### config.mk
export PLATFORM = sky130hd
export DESIGN_NAME = seg_scan_display
export DESIGN_NICKNAME = d
export VERILOG_FILES = /design/src/rtl/seg_pkg.sv /design/src/rtl/seg_slot_timer.sv /design/src/rtl/seg_scan_display.sv
export SDC_FILE = /design/constraint.sdc
export NUM_CORES = 1
export LEC_CHECK = 0
export BUFFER_PORTS_ARGS = -buffer_cell sky130_fd_sc_hd__buf_2
export CAP_MARGIN = 5
export CORE_AREA = 2 2 97 99
export CTS_CLUSTER_DIAMETER = 80
export DETAILED_ROUTE_END_ITERATION = 12
export DIE_AREA = 0 0 99 101
export SYNTH_ARGS = -nofsm -noshare
export SYNTH_HDL_FRONTEND = slang
export SYNTH_SLANG_ARGS = --single-unit
### constraint.sdc
create_clock -name clk -period 4.3 [get_ports clk]
set_clock_uncertainty 0.15 [all_clocks]
set_input_delay 0.43 -clock clk [delete_from_list [all_inputs] [get_ports clk]]
set_output_delay 0.43 -clock clk [all_outputs]
set_load 0.01 [all_outputs]
### src/rtl/seg_pkg.sv
// Shared constants for the seven-segment scanner: active-low glyph table
// for hex digits (segment order {a,b,c,d,e,f,g}) and the all-off pattern.
package seg_pkg;

   localparam logic [6:0] SEG_OFF = 7'b1111111;

   localparam logic [6:0] SEG_LUT [16] = '{
      7'b0000001, 7'b1001111, 7'b0010010, 7'b0000110,
      7'b1001100, 7'b0100100, 7'b0100000, 7'b0001111,
      7'b0000000, 7'b0000100, 7'b0001000, 7'b1100000,
      7'b0110001, 7'b1000010, 7'b0110000, 7'b0111000
   };

   function automatic logic [6:0] seg_of(input logic [3:0] v);
      return SEG_LUT[v];
   endfunction

endpackage

### src/rtl/seg_slot_timer.sv
// Digit-slot timing: prescaler, scan index and post-advance dead-time counter.
module seg_slot_timer #(
   parameter int NUM_DIGITS  = 8,
   parameter int CLK_DIV     = 5000,
   parameter int DEAD_CYCLES = 2,
   localparam int AW         = $clog2(NUM_DIGITS)
) (
   input  logic          clk,
   input  logic          rst_n,
   output logic [AW-1:0] idx,
   output logic          dead,
   output logic          slot_tick
);

   localparam int CW = $clog2(CLK_DIV);
   localparam int DW = $clog2(DEAD_CYCLES + 2);

   logic [CW-1:0] cnt;
   logic [DW-1:0] dead_cnt;

   assign slot_tick = (cnt == CW'(CLK_DIV - 1));
   assign dead      = (dead_cnt != '0);

   always_ff @(posedge clk or negedge rst_n) begin
      if (!rst_n) begin
         cnt      <= '0;
         idx      <= '0;
         dead_cnt <= '0;
      end else begin
         cnt <= slot_tick ? '0 : cnt + 1'b1;
         if (slot_tick) begin
            idx      <= (idx == AW'(NUM_DIGITS - 1)) ? '0 : idx + 1'b1;
            dead_cnt <= DW'(DEAD_CYCLES);
         end else if (dead) begin
            dead_cnt <= dead_cnt - 1'b1;
         end
      end
   end

endmodule

### src/rtl/seg_scan_display.sv
// Multiplexed seven-segment controller: per-digit storage, slot timer and a
// registered output stage driving one-hot anodes and active-low segments.
module seg_scan_display
   import seg_pkg::*;
#(
   parameter int NUM_DIGITS  = 8,
   parameter int CLK_DIV     = 5000,
   parameter int DEAD_CYCLES = 2,
   localparam int AW         = $clog2(NUM_DIGITS)
) (
   input  logic                  clk,
   input  logic                  rst_n,
   input  logic                  wr_en,
   input  logic [AW-1:0]         wr_addr,
   input  logic [3:0]            wr_data,
   input  logic                  wr_dp,
   input  logic                  clr,
   output logic [NUM_DIGITS-1:0] anode,
   output logic [6:0]            seg,
   output logic                  dp_n,
   output logic                  slot_tick
);

   logic [NUM_DIGITS-1:0][3:0] val;
   logic [NUM_DIGITS-1:0]      dp;
   logic [NUM_DIGITS-1:0]      valid;
   logic [AW-1:0]              idx;
   logic                       dead;
   logic                       addr_ok;
   logic                       show;

   seg_slot_timer #(
      .NUM_DIGITS  (NUM_DIGITS),
      .CLK_DIV     (CLK_DIV),
      .DEAD_CYCLES (DEAD_CYCLES)
   ) u_timer (
      .clk       (clk),
      .rst_n     (rst_n),
      .idx       (idx),
      .dead      (dead),
      .slot_tick (slot_tick)
   );

   assign addr_ok = (int'(wr_addr) < NUM_DIGITS);

   // The tick cycle is blanked as well, so the registered anode is dark for
   // DEAD_CYCLES+1 cycles after every advance and never shows a stale digit.
   assign show = valid[idx] && !dead && !slot_tick;

   always_ff @(posedge clk or negedge rst_n) begin
      if (!rst_n) begin
         val   <= '0;
         dp    <= '0;
         valid <= '0;
      end else if (clr) begin
         dp    <= '0;
         valid <= '0;
      end else if (wr_en && addr_ok) begin
         val[wr_addr]   <= wr_data;
         dp[wr_addr]    <= wr_dp;
         valid[wr_addr] <= 1'b1;
      end
   end

   always_ff @(posedge clk or negedge rst_n) begin
      if (!rst_n) begin
         anode <= '0;
         seg   <= SEG_OFF;
         dp_n  <= 1'b1;
      end else if (show) begin
         anode <= NUM_DIGITS'(1) << idx;
         seg   <= seg_of(val[idx]);
         dp_n  <= ~dp[idx];
      end else begin
         anode <= '0;
         seg   <= SEG_OFF;
         dp_n  <= 1'b1;
      end
   end

endmodule

==> results of run 1 <==
-- worst reg2reg max path, stage by stage (launching register included) --
cell and delay [ps]:
dfrtp_1 770, mux4_2 590, mux2i_1 690, nand2b_1 240, o22ai_1 200, o21ai_0 110
-- metrics by stage --
stage | cell area, um^2 | hold slack (ps) | power [uW] | setup WS (ps)
final | 4374 | 85.97 | 1783 | 1460
after global routing | 4374 | 198.3 | 1871 | 1262
after CTS | 4374 | 133.6 | 1802 | 1432
after detailed placement | 4143 | 304.2 | 1147 | 1446
after global placement | 4143 | 293.2 | 1140 | 1573
after floorplan | 3914 | -15.59 | 1078 | 1929
-- cells in the final DEF (no fill, tap or decap), types with 2 or more instances in the layout --
cell / n
dfrtp_1: 74
mux2_2: 34
nand2_1: 32
nor2_1: 32
buf_2: 27
a21oi_1: 14
ha_1: 14
nand3_1: 12
inv_1: 9
mux4_2: 9
mux2i_1: 9
clkbuf_8: 9
o21ai_0: 8
dfstp_2: 8
xor2_1: 7
xnor2_1: 4
and2_1: 4
or3_1: 3
and3_2: 3
nand2b_1: 3
o211ai_1: 3
bufinv_16: 3
buf_4: 3
nor4_1: 2
and3_1: 2
mux4_1: 2
and2_4: 2
or2_2: 2
o221ai_1: 2
nand3b_1: 2
-- layout make-up --
| class | instances | area (um^2) | share of cell area [%] |
|---|---|---|---|
| Inverter | 10 | 37.54 | 0.8581 |
| Clock buffer | 10 | 127.6 | 2.918 |
| Timing Repair Buffer | 30 | 157.7 | 3.604 |
| Tap cell | 111 | 138.9 | 3.175 |
| Multi-Input combinational cell | 221 | 1747 | 39.93 |
| Sequential cell | 82 | 2062 | 47.14 |
| Clock inverter | 5 | 103.9 | 2.374 |
-- cells by family (layout without fill, tap and decap cells) --
kind of cell | Yosys count | count (layout)
buffers and inverters | 21 | 55
adder cells (fa/ha/maj) | 14 | 14
flip-flops | 82 | 82
XOR/XNOR | 11 | 11
multiplexers | 55 | 55
AO/OA/AOI/OAI | 31 | 31
AND/OR/NAND/NOR | 110 | 110
-- power groups by stage --
stage                     registers, uW  clock network, uW  logic [uW]
after floorplan                     889                  0         189
after global placement              899                  0         241
after detailed placement            900                  0         247
after CTS                           886                669         248
after global routing                896                702         272
final                               885                652         245
-- layer usage --
layer | GRT usage, % | up-vias | wire length [um]
met1 | 24.21 | 1197 | 3773
met2 | 23.44 | 35 | 3270
met3 | 3.329 | 9 | 234
met4 | 6.428 | 0 | 118
met5 | 0 | - | 0
li1 | - | 1192 | -
-- registers in the layout, summed over array words and instances, names as in the netlist --
name / count
u_timer.dead_cnt: 2
seg: 7
dp_n: 1
u_timer.cnt: 13
u_timer.idx: 3
dp: 8
val: 32
anode: 8
valid: 8
-- final timing paths --
| kind | startpoint | end | slack [ps] | cells past startpoint |
|---|---|---|---|---|
| hold reg to reg | u_timer.cnt[0] | u_timer.cnt[0] | 310 | 1 |
| max in group asynchronous | rst_n | val[10] | 3260 | 1 |
| setup / recovery | u_timer.idx[0] | seg[6] | 1460 | 5 |
| hold / removal | rst_n | anode[7] | 90 | 1 |
| setup reg to reg | u_timer.idx[0] | seg[6] | 1460 | 5 |
| min in group clk | wr_dp | dp[2] | 240 | 3 |
==> results.cfg, run 1 <==
[run_status]
status = complete, no violations

[pwr]
switching_power_uw = 425.4
p_comb_share_pct = 13.8
pwr_density_cell_nw_per_um2 = 407.6
p_int_uw = 1358
ir_drop_v = 0.0001865
leakage_uw = 0.001954
seq_power_share_pct = 49.7
clockPowerShare_pct = 36.6
swShare_pct = 23.85

[synthesis]
synthTopCellsByCount = dfrtp_1 (74), mux2_2 (34), nand2_1 (32), nor2_1 (32)
yosysSeqAreaShare_pct = 52.69
ys_types = 47
syn_inst = 324
synthFlopType = dfrtp_1
synth.most_common_cell = dfrtp_1
synth_area_leaders = dfrtp_1 (47%), mux2_2 (9.8%), dfstp_2 (5.4%), mux4_2 (5.2%), ha_1 (4.5%)
synth_top_cell_by_area = dfrtp_1
synth_edf_count = 0
syn-cell-area_um2 = 3914
ys_ff_latch = 82
yosys.area_share.simple_pct = 13.97
synthAdderAreaFrac_pct = 4.476
synth_compound_area_share_pct = 4.731
syn_avg_cell_area_um2 = 12.08
yosysWarnings = 0
synthArstFlopShare_pct = 100.0
synth_top_area_share_pct = 47.31
synth_xor_area_share_pct = 2.462
muxShareOfSynthArea_pct = 18.99
syn_nets = 350
synth_top_family_by_area = multiplexers

[placement]
port_buffers = 28
gp_congestion = 0.8176
dp_cells = 454
dp_hpwl_um = 4960

[setup_path]
critPathTopFamily = multiplexers
critPathMaxFanout = 11
arrival_ps = 2950
cp-end-kind = flip-flop
critPathKind = reg2reg
required_ps = 4410
path_cells = mux4_2, mux2i_1, nand2b_1, o22ai_1, o21ai_0
crit_buf_inv = 0
worst_setup_path_start_kind = flip-flop
critPathSlowestCell = dfrtp_1
critPathMaxStageDelay_ps = 770

[layout]
drive_above_1_share_pct = 31.01
diodes = 0
syn_to_final_growth_pct = 11.76
fin_nets = 380
final_core_util_pct = 48.72
final_cell_count_no_fill = 469
fillers = 798

[clock_tree]
cts_setup_buffers = 0
cts_buffer_depth = 2
cts_resized = 0
numCtsBuffers = 9
path_clk_slew_ps = 80
h-tree-depth = 3
root_buffer = clkbuf_8
cts_hold_buf = 0
cts_tree = yes
clk-insertion-delay-late_ps = 350
cts_sinks = 82

[timing]
worstMarginPinSlew_ps = 1014
fmaxAchievable_mhz = 352.2
fin_crit_ps = 2840
hold_viol = 0
slew_viol_final = 0
setup_viol = 0
fin_crit_sh_pct = 66.04
grt_setup_unrepaired = false
setup_tns_ps = 0
relSlewSlack_pct = 32.37

[drt]
route.vias.total = 2433
ant_nets = 0
wire_per_inst_um = 15.77
finalWirelength_um = 7397
drtPass1Iterations = 4
vias_per_cell = 5.188
drt_iter0_drc = 96
drcViolationCount = 0

[floorplanning]
fp.dieW_um = 99
core_area_um2 = 8977
placementRows = 35
start_util_pct = 43.60
io_pins = 29
dieArea_um2 = 9999
dieHeight_um = 101

[min_path]
hold_path_class = in2async

[flow_run]
cap_violations = 0

[global_routing]
grt_start_max_net_pins = 83
grt_pass1_wl_um = 12530
grt_pass1_vias = 2451
grt_overflow = 0
antenna_found_initial = 0
grt_use_total_pct = 16.30
No activity file was read; power rests on OpenSTA's default activity.
==> run 2, diff against run 1 <==
==> constraint.sdc (replaced) <==
create_clock -name clk -period 2.6 [get_ports clk]
set_clock_uncertainty 0.15 [all_clocks]
set_input_delay 0.26 -clock clk [delete_from_list [all_inputs] [get_ports clk]]
set_output_delay 0.26 -clock clk [all_outputs]
set_load 0.01 [all_outputs]
==> run 2 against run 1 <==
- non-clock buffer count grew 8
- routed wire length grew 1.3%
- sequential power up 66%
- core utilization rose by 0.25 points
- via count up 2.8%
- register-to-register slack worse by 1300 ps
- cell area up 0.51%
- die area unchanged
- sequential share of layout area fell by 0.24 points
- worst hold slack worse by 1.6 ps
- global-route usage down 0.14 points
- clock-buffer cell count fell by 1
- critical path type unchanged
- largest cell class unchanged
- highest routed layer unchanged
==> results.cfg, run 2 (synthesized netlist as in run 1, its figures left out) <==
[global_routing]
grt_start_max_net_pins = 44
grt_overflow = 0
grt_use_total_pct = 16.16
top_usage_layer = met2
grt_use_met1_pct = 23.62
gr-usage-met2_pct = 24.01
grt_pass1_wl_um = 12590
gr-usage-met3_pct = 3.121
grt_pass1_vias = 2473
antenna_found_initial = 0

[layout]
layout_commonest_cell = dfrtp_1
syn_to_final_growth_pct = 12.34
drive_above_1_share_pct = 32.70
regMostFlops = val
final_core_util_pct = 48.98
final_cell_mix = dfrtp_1 (74), mux2_2 (34), nand2_1 (32), nor2_1 (32), buf_2 (27)
largest_reg_flops = 32
fin_nets = 388
reg_top3 = val: 32 flops, u_timer.cnt: 13 flops
regArea_um2 = 2062
fillers = 793
diodes = 0
multi_input_area_um2 = 1747

[floorplanning]
dieArea_um2 = 9999
io_pins = 29
fp.dieW_um = 99
start_util_pct = 43.60
dieHeight_um = 101
placementRows = 35
core_area_um2 = 8977

[min_path]
min_delay_worst_endpoint = dp[1]
hold_path_class = in2reg
whs_path_depth = 3
min_from = wr_dp

[run_status]
status = complete, no violations

[drt]
vias_per_cell = 5.234
drt_iter0_drc = 86
drcViolationCount = 0
ant_nets = 0
route.vias.total = 2502
wire_per_inst_um = 15.68
finalWirelength_um = 7495
drtPass1Iterations = 4

[clock_tree]
path_clk_slew_ps = 90
cts_hold_buf = 1
cts_setup_buffers = 0
h-tree-depth = 3
cts_resized = 0
root_buffer = clkbuf_8
numCtsBuffers = 9
cts_tree = yes
cts_sinks = 82
clk-insertion-delay-late_ps = 350
cts_buffer_depth = 2

[setup_path]
r2r_cells = 6
worst_setup_path_start_kind = flip-flop
critPathKind = reg2reg
reg2reg_from = u_timer.idx[0]
required_ps = 2700
critPathMaxFanout = 8
timing.rr.end = seg[3]
arrival_ps = 2530
rrSetupSlack_ps = 180
cp-end-kind = flip-flop

[timing]
relSlewSlack_pct = 61.70
fmaxAchievable_mhz = 412.5
setup_viol = 0
worstMarginPinSlew_ps = 574.4
fin_crit_sh_pct = 93.24
slew_viol_final = 0
grt_setup_unrepaired = false
fin_crit_ps = 2424
hold_viol = 0
setup_tns_ps = 0

[placement]
dp_hpwl_um = 5262
gp_congestion = 0.8546
port_buffers = 28

[pwr]
pwr_density_cell_nw_per_um2 = 621.1
leakage_uw = 0.001968
ir_drop_v = 0.0002408

[flow_run]
cap_violations = 0
-- run 2: cell types whose count changed in the layout (fill, tap and decap cells not counted) --
cell	delta
buf_4	+6
bufinv_16	-3
clkinv_4	+2
clkinvlp_4	+2
buf_12	+1
clkbuf_1	-1
dlygate4sd3_1	+1
inv_6	+1
-- run 2: area by class of cell --
class / count / area share (%)
flip-flops and latches: 82 / 46.90
clock inverters: 7 / 1.252
repair buffers: 38 / 5.293
clock buffers: 9 / 2.817
multi-input cells: 221 / 39.73
well taps: 111 / 3.159
inverters: 10 / 0.8537
-- run 2: through the flow --
| step | power, uW | instance area [um^2] | worst slack [ps] | hold WS [ps] | instances |
|---|---|---|---|---|---|
| 2_1_floorplan | 1783 | 3914 | 229.4 | -185.6 | 324 |
| 3_5_place_dp | 1914 | 4208 | 186.8 | 127.4 | 461 |
| 3_3_place_gp | 1900 | 4208 | 255.4 | 122.3 | 461 |
| 5_1_grt | 2883 | 4397 | 47.03 | 66.04 | 478 |
| 6_report | 2731 | 4397 | 175.6 | 84.36 | 478 |
| 4_1_cts | 2758 | 4397 | 166.2 | 58.82 | 478 |
-- run 2: layer usage --
layer	vias to the layer above	wire length, um
met5	-	0
met1	1236	3857
met3	8	273
met2	51	3265
met4	0	98
li1	1207	-
-- run 2: power breakdown --
group / switching [uW] / internal, uW
Sequential: 62.8 / 1400
Combinational: 200 / 221
Clock: 489 / 353
-- run 2: worst max-delay path by stage --
| stage | endpoint | cells past startpoint | slack, ps | start |
|---|---|---|---|---|
| 2_1_floorplan | seg[3] | 10 | 230 | u_timer.idx[0] |
| 3_3_place_gp | seg[3] | 6 | 260 | u_timer.idx[0] |
| 3_5_place_dp | seg[3] | 6 | 190 | u_timer.idx[0] |
| 4_1_cts | seg[3] | 6 | 170 | u_timer.idx[0] |
| 5_1_grt | seg[1] | 9 | 50 | u_timer.idx[0] |
| 6_report | seg[3] | 6 | 180 | u_timer.idx[0] |
-- run 2: worst max-delay path, stage by stage (launching register included) --
cell	delay (ps)
dfrtp_1	580
mux4_2	550
mux2_2	330
ha_1	260
mux2_2	270
mux2i_1	120
nand2_1	70
==> run 3, diff against run 2 <==
--- a/config.mk
+++ b/config.mk
@@ -7,10 +7,14 @@
 export LEC_CHECK = 0
 export BUFFER_PORTS_ARGS = -buffer_cell sky130_fd_sc_hd__buf_2
 export CAP_MARGIN = 5
-export CORE_AREA = 2 2 97 99
+export CELL_PAD_IN_SITES_DETAIL_PLACEMENT = 1
+export CELL_PAD_IN_SITES_GLOBAL_PLACEMENT = 1
+export CORE_AREA = 2 2 118 120
 export CTS_CLUSTER_DIAMETER = 80
 export DETAILED_ROUTE_END_ITERATION = 12
-export DIE_AREA = 0 0 99 101
+export DIE_AREA = 0 0 120 122
+export PLACE_DENSITY_LB_ADDON = 0.1
+export SLEW_MARGIN = 40
 export SYNTH_ARGS = -nofsm -noshare
 export SYNTH_HDL_FRONTEND = slang
 export SYNTH_SLANG_ARGS = --single-unit
==> run 3 against run 2 <==
- sequential share of layout area decreased by 1.9 points
- die area increased by 46%
- critical path depth unchanged
- setup slack improved by 70 ps
- combinational power increased by 2%
- sequential cell count unchanged
- core utilization decreased by 15 points
- routed wire length increased by 18%
- worst hold slack improved by 6.4 ps
- sequential power about the same
- global-route usage decreased by 2.9 points
- largest power group unchanged
==> results.cfg, run 3 (synthesized netlist as in run 1, its figures left out) <==
[clock_tree]
h-tree-depth = 3
root_buffer = clkbuf_16
numCtsBuffers = 9
cts_tree = yes
clk-insertion-delay-late_ps = 340
cts_sinks = 82
path_clk_slew_ps = 60
cts_buffer_depth = 2

[floorplanning]
placementRows = 43
dieArea_um2 = 14640
dieHeight_um = 122
start_util_pct = 28.98
fp.dieW_um = 120
core_area_um2 = 13500
io_pins = 29

[drt]
route.vias.total = 2555
drcViolationCount = 0
wire_per_inst_um = 16.19
drtPass1Iterations = 4
wl_met1_um = 4481
ant_nets = 0
vias_per_cell = 4.662
finalWirelength_um = 8874
drt_iter0_drc = 116
met2_length_um = 3963
wl_met3_um = 234
routed.top_layer = met4

[pwr]
pwr_density_cell_nw_per_um2 = 674.7
leakage_uw = 0.002027
ir_drop_v = 0.0002412

[setup_path]
critPathMaxStageDelay_ps = 540
critPathKind = reg2reg
cpMostUsedCell = mux2_2
critPathTopFamily = multiplexers
critPathMaxFanout = 6
required_ps = 2700
worst_setup_path_start_kind = flip-flop
cp-end-kind = flip-flop
arrival_ps = 2450
path_cells = mux4_2, mux2_2, ha_1, mux2_2, mux2i_1, nand2_1
critPathSlowestCell = mux4_2
crit_buf_inv = 0

[global_routing]
antenna_found_initial = 0
grt_overflow = 0
grt_pass1_wl_um = 14620
grt_use_total_pct = 13.23
grt_pass1_vias = 2658
grt_start_max_net_pins = 44

[timing]
slew_viol_final = 0
setup_viol = 0
hold_viol = 0
worstMarginPinSlew_ps = 551.5
setup_tns_ps = 0
fin_crit_sh_pct = 90.55
relSlewSlack_pct = 63.23
grt_setup_unrepaired = false
fmaxAchievable_mhz = 424.7
fin_crit_ps = 2354

[placement]
post_dp_cell_area_um2 = 4302
port_buffers = 28
gp_congestion = 0.7236
dp_hpwl_um = 6361

[layout]
syn_to_final_growth_pct = 17.20
final_cell_area_um2 = 4587
fin_nets = 389
regMostFlops = val
fillers = 1495
largest_reg_flops = 32
diodes = 0
reg_top3 = val: 32 flops, u_timer.cnt: 13 flops
final_cell_mix = dfrtp_1 (74), mux2_2 (34), nand2_1 (32), nor2_1 (32), buf_2 (27)
layout_commonest_cell = dfrtp_1
drive_above_1_share_pct = 32.34

[min_path]
hold_path_class = in2reg

[flow_run]
cap_violations = 0

[run_status]
status = complete, no violations
run 3: cell count changes in the layout (fill, tap and decap cells not counted), sizes merged:
cell      delta
clkbuf       +4
clkinvlp     -2
buf          +1
clkinv       -1
inv          -1
run 3: where the power goes:
group | internal [uW] | leakage, uW | switching [uW]
logic | 222 | 0.000841 | 207
clock network | 695 | 0.000139 | 500
registers | 1410 | 0.00105 | 63.7
run 3: metal layers:
metal / vias to the layer above / GRT usage (%)
li1: 1213 / -
met1: 1293 / 18.76
met2: 37 / 19.39
met3: 12 / 2.388
met4: 0 / 6.618
met5: - / 0
run 3: worst paths after layout:
check                                  to      startpoint  slack (ps)  cells after the start
setup / recovery                   seg[3]  u_timer.idx[0]         250                      6
hold / removal                      dp[2]           wr_dp          90                      3
setup reg to reg                   seg[3]  u_timer.idx[0]         250                      6
hold reg to reg            u_timer.cnt[0]  u_timer.cnt[0]         320                      1
max in group asynchronous            dp_n           rst_n        1320                      3
min in group asynchronous          val[0]           rst_n         320                      2
run 3: metrics by stage:
stage	cells	utilization [%]	hold slack (ps)	total power (uW)	setup WS (ps)
3_5_place_dp	531	31.85	145.0	1930	239.3
6_report	548	33.97	90.76	3095	245.7
4_1_cts	548	33.97	83.48	3153	231.5
5_1_grt	548	33.97	109.9	3257	119.8
2_1_floorplan	324	-	-185.6	1783	229.4
3_3_place_gp	531	31.85	132.4	1924	275.2
run 3: what timing repair did:
action	CTS	global route
hold buffers	1	0
hold endpoints to repair	38	0
resized for setup	0	0
setup buffers	0	0
run 3: cell type report:
cell class                 count  area [um^2]  area share, %
inverter                      10        37.54         0.8183
tap                          180        225.2          4.910
multi-input combinational    221         1747          38.08
timing repair buffer          39        240.2          5.237
clock buffer                  13        260.3          5.674
clock inverter                 3        15.01         0.3273
sequential                    82         2062          44.95
run 3: worst register-to-register path, delay by kind of cell (launching register included):
kind | cells | cell delay, ps
multiplexers | 4 | 1270
flip-flops | 1 | 530
adder cells (fa/ha/maj) | 1 | 260
AND/OR/NAND/NOR | 1 | 70
